`src/rtl/btn_pkg.sv`:
```
// rtl/btn_pkg.sv - shared constants and width helpers for the button conditioner
package btn_pkg;

    localparam int DEF_NUM_BTNS      = 3;
    localparam int DEF_SYNC_STAGES   = 2;
    localparam int DEF_DB_CYCLES     = 16;
    localparam int DEF_REPEAT_EN     = 1;
    localparam int DEF_REPEAT_DELAY  = 32;
    localparam int DEF_REPEAT_PERIOD = 8;

    function automatic int clog2(input int value);
        int result;
        result = 0;
        while ((1 << result) < value) begin
            result = result + 1;
        end
        return result;
    endfunction

    function automatic int rep_cnt_width(input int delay, input int period);
        return clog2(((delay > period) ? delay : period) + 1);
    endfunction

endpackage

```
`src/rtl/btn_if.sv`:
```
// rtl/btn_if.sv - raw button inputs and conditioned output strobes
interface btn_if #(
    parameter int NUM_BTNS = 3
);
    logic [NUM_BTNS-1:0] btn_in;
    logic [NUM_BTNS-1:0] btn_level;
    logic [NUM_BTNS-1:0] btn_press;
    logic [NUM_BTNS-1:0] btn_release;
    logic [NUM_BTNS-1:0] btn_repeat;

    modport master (
        output btn_in,
        input  btn_level,
        input  btn_press,
        input  btn_release,
        input  btn_repeat
    );

    modport slave (
        input  btn_in,
        output btn_level,
        output btn_press,
        output btn_release,
        output btn_repeat
    );
endinterface

```
`src/rtl/btn_channel.sv`:
```
// rtl/btn_channel.sv - one channel: synchroniser, debounce, edge pulses, auto-repeat
module btn_channel
    import btn_pkg::*;
#(
    parameter int SYNC_STAGES   = DEF_SYNC_STAGES,
    parameter int DB_CYCLES     = DEF_DB_CYCLES,
    parameter int REPEAT_EN     = DEF_REPEAT_EN,
    parameter int REPEAT_DELAY  = DEF_REPEAT_DELAY,
    parameter int REPEAT_PERIOD = DEF_REPEAT_PERIOD
) (
    input  logic clk,
    input  logic reset,
    input  logic btn_in,
    output logic level_o,
    output logic press_o,
    output logic release_o,
    output logic repeat_o
);

    localparam int DCW = clog2(DB_CYCLES + 1);
    localparam int RCW = rep_cnt_width(REPEAT_DELAY, REPEAT_PERIOD);
    localparam logic [DCW-1:0] DB_LAST = DCW'(DB_CYCLES - 1);

    logic [SYNC_STAGES-1:0] sync_q, sync_d;
    logic [DCW-1:0]         dcnt_q, dcnt_d;
    logic                   level_q, level_d;
    logic                   press_q, press_d;
    logic                   release_q, release_d;
    logic                   sync_bit;
    logic                   accept;

    always_comb begin
        sync_d    = {sync_q[SYNC_STAGES-2:0], btn_in};
        sync_bit  = sync_q[SYNC_STAGES-1];
        accept    = (sync_bit != level_q) && (dcnt_q == DB_LAST);
        // Any sample agreeing with the accepted level restarts the stability window.
        dcnt_d    = ((sync_bit == level_q) || accept) ? '0 : dcnt_q + 1'b1;
        level_d   = accept ? sync_bit : level_q;
        press_d   = accept & sync_bit;
        release_d = accept & ~sync_bit;
    end

    always_ff @(posedge clk or negedge reset) begin
        if (!reset) begin
            sync_q    <= '0;
            dcnt_q    <= '0;
            level_q   <= 1'b0;
            press_q   <= 1'b0;
            release_q <= 1'b0;
        end else begin
            sync_q    <= sync_d;
            dcnt_q    <= dcnt_d;
            level_q   <= level_d;
            press_q   <= press_d;
            release_q <= release_d;
        end
    end

    assign level_o   = level_q;
    assign press_o   = press_q;
    assign release_o = release_q;

    if (REPEAT_EN != 0) begin : g_repeat
        logic [RCW-1:0] rcnt_q, rcnt_d;
        logic           rep_q, rep_d;

        always_comb begin
            rcnt_d = rcnt_q;
            rep_d  = 1'b0;
            if (press_d) begin
                rcnt_d = RCW'(REPEAT_DELAY - 1);
            end else if (release_d || !level_q) begin
                rcnt_d = '0;
            end else if (rcnt_q == '0) begin
                rep_d  = 1'b1;
                rcnt_d = RCW'(REPEAT_PERIOD - 1);
            end else begin
                rcnt_d = rcnt_q - 1'b1;
            end
        end

        always_ff @(posedge clk or negedge reset) begin
            if (!reset) begin
                rcnt_q <= '0;
                rep_q  <= 1'b0;
            end else begin
                rcnt_q <= rcnt_d;
                rep_q  <= rep_d;
            end
        end

        assign repeat_o = rep_q;
    end else begin : g_no_repeat
        assign repeat_o = 1'b0;
    end

endmodule

```
`src/rtl/btn_conditioner.sv`:
```
// rtl/btn_conditioner.sv - N independent button conditioning channels
module btn_conditioner
    import btn_pkg::*;
#(
    parameter int NUM_BTNS      = DEF_NUM_BTNS,
    parameter int SYNC_STAGES   = DEF_SYNC_STAGES,
    parameter int DB_CYCLES     = DEF_DB_CYCLES,
    parameter int REPEAT_EN     = DEF_REPEAT_EN,
    parameter int REPEAT_DELAY  = DEF_REPEAT_DELAY,
    parameter int REPEAT_PERIOD = DEF_REPEAT_PERIOD
) (
    input  logic clk,
    input  logic reset,
    btn_if.slave bus
);

    logic [NUM_BTNS-1:0] level_w;
    logic [NUM_BTNS-1:0] press_w;
    logic [NUM_BTNS-1:0] release_w;
    logic [NUM_BTNS-1:0] repeat_w;

    for (genvar i = 0; i < NUM_BTNS; i++) begin : g_chan
        btn_channel #(
            .SYNC_STAGES   (SYNC_STAGES),
            .DB_CYCLES     (DB_CYCLES),
            .REPEAT_EN     (REPEAT_EN),
            .REPEAT_DELAY  (REPEAT_DELAY),
            .REPEAT_PERIOD (REPEAT_PERIOD)
        ) u_chan (
            .clk       (clk),
            .reset     (reset),
            .btn_in    (bus.btn_in[i]),
            .level_o   (level_w[i]),
            .press_o   (press_w[i]),
            .release_o (release_w[i]),
            .repeat_o  (repeat_w[i])
        );
    end

    assign bus.btn_level   = level_w;
    assign bus.btn_press   = press_w;
    assign bus.btn_release = release_w;
    assign bus.btn_repeat  = repeat_w;

endmodule

```
`src/flat_wrapper.sv`:
```
// flat-port wrapper written by rule: the top's interface ports become plain ports
module btn_conditioner_flat import btn_pkg::*;
#(
    parameter int NUM_BTNS      = DEF_NUM_BTNS,
    parameter int SYNC_STAGES   = DEF_SYNC_STAGES,
    parameter int DB_CYCLES     = DEF_DB_CYCLES,
    parameter int REPEAT_EN     = DEF_REPEAT_EN,
    parameter int REPEAT_DELAY  = DEF_REPEAT_DELAY,
    parameter int REPEAT_PERIOD = DEF_REPEAT_PERIOD
)
  (clk, reset, bus_btn_in, bus_btn_level, bus_btn_press, bus_btn_release, bus_btn_repeat);
  btn_if #(.NUM_BTNS(NUM_BTNS)) bus_i ();
  input  logic clk;
  input  logic reset;
  input wire logic [$bits(bus_i.btn_in)-1:0] bus_btn_in;
  output wire logic [$bits(bus_i.btn_level)-1:0] bus_btn_level;
  output wire logic [$bits(bus_i.btn_press)-1:0] bus_btn_press;
  output wire logic [$bits(bus_i.btn_release)-1:0] bus_btn_release;
  output wire logic [$bits(bus_i.btn_repeat)-1:0] bus_btn_repeat;
  assign bus_i.btn_in = bus_btn_in;
  assign bus_btn_level = bus_i.btn_level;
  assign bus_btn_press = bus_i.btn_press;
  assign bus_btn_release = bus_i.btn_release;
  assign bus_btn_repeat = bus_i.btn_repeat;
  btn_conditioner #(.NUM_BTNS(NUM_BTNS), .SYNC_STAGES(SYNC_STAGES), .DB_CYCLES(DB_CYCLES), .REPEAT_EN(REPEAT_EN), .REPEAT_DELAY(REPEAT_DELAY), .REPEAT_PERIOD(REPEAT_PERIOD)) u_core (.clk(clk), .reset(reset), .bus(bus_i));
endmodule
```
`config.mk`:
```
export PLATFORM = sky130hd
export DESIGN_NAME = btn_conditioner_flat
export DESIGN_NICKNAME = d
export VERILOG_FILES = /design/src/rtl/btn_pkg.sv /design/src/rtl/btn_if.sv /design/src/rtl/btn_channel.sv /design/src/rtl/btn_conditioner.sv /design/src/flat_wrapper.sv
export SDC_FILE = /design/constraint.sdc
export NUM_CORES = 1
export LEC_CHECK = 0
export BUFFER_PORTS_ARGS = -buffer_cell sky130_fd_sc_hd__buf_2
export CORE_UTILIZATION = 44
export CTS_BUF_LIST = sky130_fd_sc_hd__clkbuf_4 sky130_fd_sc_hd__clkbuf_8
export DETAILED_ROUTE_END_ITERATION = 16
export PLACE_DENSITY = 0.7
export SYNTH_ARGS = -nofsm -noshare
export SYNTH_HDL_FRONTEND = slang
export SYNTH_SLANG_ARGS = --single-unit
```
`constraint.sdc`:
```
create_clock -name clk -period 2.06 [get_ports clk]
set_input_delay 0.103 -clock clk [delete_from_list [all_inputs] [get_ports clk]]
set_output_delay 0.103 -clock clk [all_outputs]
set_load 0.01 [all_outputs]
```
==> key figures, run 1 <==
Run status
  • Outcome: finished, final reports clean

Synth
  • Simple-gate area share of the yosys netlist: a little over an eighth
  • Mapped Nets: 215
  • Synth Register Bits: 51
  • Syn Std Cell Area: between 2000 and 2500 um2
  • Post-synthesis cell type count: 29
  • Fraction of the mapped netlist area in adder cells: 6.69%
  • Syn Inst Count: 198
  • Synth Area in Compound Gates: 8.03%
  • Post-synthesis mux area share: 1.34%
  • Synth Area in XOR/XNOR: around 5.9%
  • Avg Inst Size Synth: between 10 and 15 um2
  • Sequential-to-total area share from yosys stat: 56.9%
  • Main combinational cell family by area after synthesis: simple AND/OR/NAND/NOR gates
  • YS warnings: 0

Floorplanning
  • # IOs: 17
  • Die area: around 5400 um2
  • Core ar.: between 4000 and 5000 um2
  • Die Span Y: roughly 73 um
  • Die width: 73.4 um
  • Row cnt: 25
  • Initial cell density of the core: 46.6%

Cells and area
  • Most frequent cells in the layout: dfrtp_1 (51), nor2_1 (23), inv_1 (18)
  • Nets: 231
  • Layout Cells excl Fill: 282
  • Commonest non-fill, non-tap cell in the layout: dfrtp_1
  • Syn-to-layout area delta: 11.7%
  • Share of layout cells above drive strength 1: 16.7%
  • Final core area utilization: 52.0%
  • Antenna diodes: 0
  • Fill count: ~440

Critical path
  • FF-to-FF End: u_core.g_chan[0].u_chan.g_repeat.rcnt_q[3]$_DFF_PN0_
  • WP data arrival: between 2000 and 2500 ps
  • Setup slack, reg-to-reg: 230 ps
  • Reg-to-reg critical path startpoint: u_core.g_chan[0].u_chan.dcnt_q[0]$_DFF_PN0_
  • R2R cell count: 6
  • CP Class: flip-flop to flip-flop
  • WP data required: 2260 ps
  • Crit path launch type: flip-flop
  • Setup crit end kind: flip-flop
  • Crit path max fanout: 5

Clocking
  • Max clock buf depth: 2
  • Clk_lat worst skew: 300 ps
  • CTS Sinks: 51
  • CTS clock-pin slew for the worst setup and hold paths: around 90 ps
  • CTS Buf Count: 5
  • CTS tree: yes
  • Clk root buf: clkbuf_8
  • Post-cts gate resize count: 0
  • CTS H-Tree Depth: 2

Timing
  • Final Skew: 2.46 ps
  • Slew headroom: around 61%
  • Final-report setup violation count: 0
  • Final period utilization: between 80% and 90%
  • Post-route minimum period: 1830 ps
  • Worst-Margin Slew: 589 ps
  • Hold Fails Final Rpt: 0
  • Fmax: 0.546 GHz
  • RSZ-0062 raised after global routing: no
  • Fin Setup TNS: 0 ps
  • Fin worst setup slack: 229 ps
  • Final Max Slew Viols: 0

Pwr
  • Static Leakage: 0.00131 uW
  • P per Cell Area: 723 nW/um2
  • Worst vdd ir: 424 uV
  • Tot Pwr: around 1800 uW

Drt
  • Detailed Route Iter0 Violations: between 50 and 60
  • Vias: 1377
  • First-pass iteration count of the detailed router: 4
  • Detail Route Antenna Nets: 0
  • Post-Route WL: between 3 and 4 mm
  • Via density: 4.88
  • Post-route DRC: 0
  • Drt wl/cell: 11.7 um

Job
  • MaxCap Viol Count: 0

GRT
  • GRT overflow: 0
  • First-pass GRT wire length: 5.89 mm
  • Vias in the first global route: 1386
  • Gr usage total: 14.5%
  • Largest net degree at the start of global routing: 28
  • Antenna violations before repair: 0

Min path
  • HP Class: primary input to async pin

Place
  • IO Port Bufs: 16
  • Place WS: between 200 and 250 ps
  • HPWL Detailed: 2.30 mm
  • Final GP Congestion: 0.723
  • Cells after DPL: 270
-- critical path, cell delays in order, from the launching register on --
cell and delay [ps]:
dfrtp_1 400, ha_1 230, and3_1 190, ha_1 210
mux2i_1 340, inv_1 140, a31o_2 220
-- kinds of logic after synthesis --
| group | after synthesis |
|---|---|
| buf+inv | 33 |
| fa+ha+maj | 12 |
| compound gates | 26 |
| simple gates | 58 |
| mux | 3 |
| xor+xnor | 15 |
| flops | 51 |
-- layer usage --
layer	global-route usage, %	up-vias	routed length (um)
met3	4.53	6	118
met2	24.2	24	1560
met4	4.49	0	40
met5	0	-	0
met1	18.1	664	1580
li1	-	683	-
-- timing repair --
action / in CTS / in global routing
hold buffers: 4 / 0
setup buffers: 0 / 0
hold endpoints to repair: 27 / 0
-- worst max path at each step --
| stage | startpoint | cells after the start | to |
|---|---|---|---|
| 4_1_cts | u_core.g_chan[0].u_chan.dcnt_q[0]$_DFF_PN0_ | 6 | u_core.g_chan[0].u_chan.g_repeat.rcnt_q[3]$_DFF_PN0_ |
| 5_1_grt | u_core.g_chan[0].u_chan.dcnt_q[0]$_DFF_PN0_ | 6 | u_core.g_chan[0].u_chan.g_repeat.rcnt_q[3]$_DFF_PN0_ |
| 2_1_floorplan | u_core.g_chan[1].u_chan.dcnt_q[0]$_DFF_PN0_ | 6 | u_core.g_chan[1].u_chan.g_repeat.rcnt_q[3]$_DFF_PN0_ |
| 3_3_place_gp | u_core.g_chan[0].u_chan.dcnt_q[0]$_DFF_PN0_ | 6 | u_core.g_chan[0].u_chan.g_repeat.rcnt_q[3]$_DFF_PN0_ |
| 6_report | u_core.g_chan[0].u_chan.dcnt_q[0]$_DFF_PN0_ | 6 | u_core.g_chan[0].u_chan.g_repeat.rcnt_q[3]$_DFF_PN0_ |
| 3_5_place_dp | u_core.g_chan[0].u_chan.dcnt_q[0]$_DFF_PN0_ | 6 | u_core.g_chan[0].u_chan.g_repeat.rcnt_q[3]$_DFF_PN0_ |
-- power breakdown --
part           internal (uW)  switching [uW]  total, uW
sequential              1020            13.8       1030
clock                    393             319        712
combinational           27.9            37.7       65.6
-- through the flow --
stage / area [um2] / hold WS (ps)
detailed placement: 2350 / 141
global placement: 2350 / 140
finish: 2510 / 340
global route: 2510 / 358
CTS: 2510 / 352
floorplan: 2240 / -193
-- final cells by class --
cell class	count	area (um2)	share of cell area [%]
Clock inverter	2	35.0	1.40
Timing Repair Buffer	24	163	6.49
Tap cell	67	83.8	3.34
Clock buffer	6	82.6	3.30
Multi-Input combinational cell	114	798	31.9
Sequential cell	51	1280	50.9
Inverter	18	67.6	2.70
-- cell usage after synthesis --
cell type / count / area [um2]
dfrtp_1: 51 / 1280
nor2_1: 23 / 86.3
inv_1: 18 / 67.6
buf_4: 12 / 90.1
ha_1: 12 / 150
a31oi_1: 8 / 50.1
xor2_1: 8 / 70.1
xnor2_1: 7 / 61.3
and3_1: 6 / 37.5
nand2b_1: 6 / 37.5
nand3_1: 4 / 20.0
nor3_1: 4 / 20.0
a21oi_1: 3 / 15.0
a31o_2: 3 / 26.3
clkbuf_1: 3 / 11.3
mux2i_1: 3 / 30.0
nand2_1: 3 / 11.3
nor3b_1: 3 / 22.5
o21ai_0: 3 / 15.0
o31ai_1: 3 / 22.5
a211oi_1: 2 / 15.0
o21a_1: 2 / 15.0
or2_2: 2 / 12.5
or3_1: 2 / 12.5
or3_4: 2 / 22.5
or4_1: 2 / 15.0
a21bo_2: 1 / 10.0
nand4b_1: 1 / 8.76
o2111a_1: 1 / 11.3
-- sequential cells by signal, summed over array words and instances (netlist names) --
| name | flops |
|---|---|
| u_core.g_chan.u_chan.g_repeat.rcnt_q | 18 |
| u_core.g_chan.u_chan.sync_q | 6 |
| u_core.g_chan.u_chan.release_o | 3 |
| u_core.g_chan.u_chan.level_o | 3 |
| u_core.g_chan.u_chan.repeat_o | 3 |
| u_core.g_chan.u_chan.press_o | 3 |
| u_core.g_chan.u_chan.dcnt_q | 15 |
(Power assumes the default switching activity.)
==> run 2: changes to the inputs <==
--- a/config.mk
+++ b/config.mk
@@ -8,6 +8,7 @@
 export BUFFER_PORTS_ARGS = -buffer_cell sky130_fd_sc_hd__buf_2
 export CORE_UTILIZATION = 44
 export CTS_BUF_LIST = sky130_fd_sc_hd__clkbuf_4 sky130_fd_sc_hd__clkbuf_8
+export CTS_CLUSTER_SIZE = 24
 export DETAILED_ROUTE_END_ITERATION = 16
 export PLACE_DENSITY = 0.7
 export SYNTH_ARGS = -nofsm -noshare
==> constraint.sdc (replaced) <==
create_clock -name clk -period 2.3 [get_ports clk]
set_input_delay 0.115 -clock clk [delete_from_list [all_inputs] [get_ports clk]]
set_output_delay 0.115 -clock clk [all_outputs]
set_load 0.01 [all_outputs]
==> run 2 against run 1 <==
Worst setup slack better by 240 ps; global-route usage is 0.99 points lower; die area stayed put; clock skew is 8.6 ps higher; routed wire length is 3.5% lower; sequential power is 10% lower; largest cell class unchanged.
==> key figures, run 2 (synthesis results as in run 1) <==
Run status
  • Outcome: finished, final reports clean

Cells and area
  • Largest Register: u_core.g_chan.u_chan.g_repeat.rcnt_q
  • Regs by FF count: u_core.g_chan.u_chan.g_repeat.rcnt_q x18, u_core.g_chan.u_chan.dcnt_q x15, u_core.g_chan.u_chan.sync_q x6
  • Share of layout cells above drive strength 1: 16.0%
  • Commonest non-fill, non-tap cell in the layout: dfrtp_1
  • Nets: 230
  • Syn-to-layout area delta: 9.65%
  • Max reg flops: 18
  • Antenna diodes: 0
  • Most frequent cells in the layout: dfrtp_1 (51), nor2_1 (23), inv_1 (18)
  • Final instance area: 2460 um2

Critical path
  • WP data required: 2490 ps
  • WP data arrival: 2020 ps
  • End point of the critical path: u_core.g_chan[2].u_chan.g_repeat.rcnt_q[3]$_DFF_PN0_
  • FF-to-FF End: u_core.g_chan[2].u_chan.g_repeat.rcnt_q[3]$_DFF_PN0_
  • Crit path max fanout: 6
  • Setup crit end kind: flip-flop
  • Critical Path Start: u_core.g_chan[2].u_chan.dcnt_q[0]$_DFF_PN0_
  • Critical path cell sequence: ha_1 > and3_1 > ha_1 > mux2i_1 > nor2_1 > a31o_2
  • Crit path launch type: flip-flop
  • CP peak stage delay: 400 ps
  • Reg-to-reg critical path startpoint: u_core.g_chan[2].u_chan.dcnt_q[0]$_DFF_PN0_
  • Slowest cell on the critical path: dfrtp_1
  • Setup slack, reg-to-reg: 470 ps
  • CP Class: flip-flop to flip-flop
  • CP dominant cell by count: ha_1
  • R2R cell count: 6

Drt
  • Met2 routed WL: 1.40 mm
  • Post-Route WL: 3.18 mm
  • Met1 Wirelength: 1.66 mm
  • Routed length on met3: 106 um
  • Vias: 1351
  • Detail Route Antenna Nets: 0
  • Via density: 4.83
  • Post-route DRC: 0
  • Detailed Route Iter0 Violations: 50
  • Highest Signal Layer: met4
  • Drt wl/cell: between 10 and 15 um
  • First-pass iteration count of the detailed router: 4

Timing
  • Final-report setup violation count: 0
  • Fin worst setup slack: 472 ps
  • Slew headroom: between 40% and 50%
  • RSZ-0062 raised after global routing: no
  • Worst-Margin Slew: 770 ps
  • Post-route minimum period: ~1800 ps
  • Final period utilization: around 79%
  • Final Skew: 11.0 ps
  • Hold Fails Final Rpt: 0
  • Fmax: between 0.5 and 0.6 GHz
  • Final Max Slew Viols: 0
  • Fin Setup TNS: 0 ps
  • WHS: 339 ps

Pwr
  • Tot Pwr: 1500 uW
  • P per Cell Area: between 600 and 700 nW/um2
  • Worst vdd ir: 332 uV
  • Static Leakage: 0.00129 uW

Place
  • Post-placement cell area: 2330 um2
  • HPWL Detailed: 2.23 mm
  • Place WS: 478 ps
  • Final GP Congestion: 0.732
  • IO Port Bufs: 16

Floorplanning
  • Row cnt: 25
  • Die area: between 5000 and 6000 um2
  • Die Span Y: approximately 73 um
  • Die width: 73.4 um
  • Core ar.: 4820 um2
  • # IOs: 17
  • Initial cell density of the core: between 40% and 50%

Clocking
  • CTS H-Tree Depth: 2
  • Clk root buf: clkbuf_8
  • CTS clock-pin slew for the worst setup and hold paths: 90 ps
  • CTS Buf Count: 5
  • CTS Sinks: 51
  • Clk_lat worst skew: 300 ps
  • Max clock buf depth: 2
  • CTS tree: yes
  • # Post-CTS Setup Buffers: 0

GRT
  • GRT overflow: 0
  • Antenna violations before repair: 0
  • First-pass GRT wire length: 5.45 mm
  • Largest net degree at the start of global routing: 38
  • Vias in the first global route: 1263
  • Gr usage total: 13.5%

Job
  • MaxCap Viol Count: 0

Min path
  • HP Class: flip-flop to flip-flop
  • Worst hold path cell count: 0
## run 2: cell count changes in the layout (fill, tap and decap cells not counted)
cell | previous run | this run
inv_6 | 0 | 1
clkinv_2 | 1 | 0
bufinv_16 | 1 | 0
buf_12 | 1 | 0
## run 2: worst min-delay path by stage
| stage | end | slack, ps | from |
|---|---|---|---|
| 2_1_floorplan | u_core.g_chan[0].u_chan.dcnt_q[0]$_DFF_PN0_ | -180 | reset |
| 3_3_place_gp | u_core.g_chan[2].u_chan.sync_q[0]$_DFF_PN0_ | 220 | bus_btn_in[2] |
| 3_5_place_dp | u_core.g_chan[0].u_chan.sync_q[0]$_DFF_PN0_ | 220 | bus_btn_in[0] |
| 4_1_cts | u_core.g_chan[0].u_chan.sync_q[1]$_DFF_PN0_ | 340 | u_core.g_chan[0].u_chan.sync_q[0]$_DFF_PN0_ |
| 5_1_grt | u_core.g_chan[2].u_chan.sync_q[1]$_DFF_PN0_ | 350 | u_core.g_chan[2].u_chan.sync_q[0]$_DFF_PN0_ |
| 6_report | u_core.g_chan[0].u_chan.sync_q[1]$_DFF_PN0_ | 340 | u_core.g_chan[0].u_chan.sync_q[0]$_DFF_PN0_ |
## run 2: worst max-delay path: cells and delay by family, from the launching register on
kind / cells / cell delay, ps
adders and majority gates: 2 / 420
DFF: 1 / 400
muxes: 1 / 400
and+or+nand+nor: 2 / 280
AOI/OAI and AO/OA: 1 / 230
## run 2: cell type report
type	instances	area, um2
repair buffers	23	143
clock inverters	1	8.76
well taps	67	83.8
inverters	18	67.6
flip-flops and latches	51	1280
clock buffers	6	82.6
multi-input cells	114	798
fillers	440	2360
## run 2: where the power goes
group | leakage (uW) | switching [uW] | internal (uW)
Clock | 0.0000477 | 274 | 242
Combinational | 0.000549 | 32.4 | 23.7
Sequential | 0.000691 | 12.7 | 914
## run 2: metal layers
metal | up-vias | global-route usage [%]
li1 | 679 | -
met1 | 653 | 17.7
met2 | 17 | 20.7
met3 | 2 | 5.90
met4 | 0 | 3.21
met5 | - | 0
## run 2: repair_timing
item | in CTS | in global routing
setup endpoints to repair | 0 | 0
gates resized for setup | 0 | 0
hold endpoints to repair | 38 | 0
hold buffers | 4 | 0
## run 2: through the flow
stage / util [%] / instances
after floorplan: - / 198
after global placement: 48.3 / 269
after detailed placement: 48.3 / 269
after CTS: 51.1 / 280
after global routing: 51.1 / 280
final: 51.1 / 280
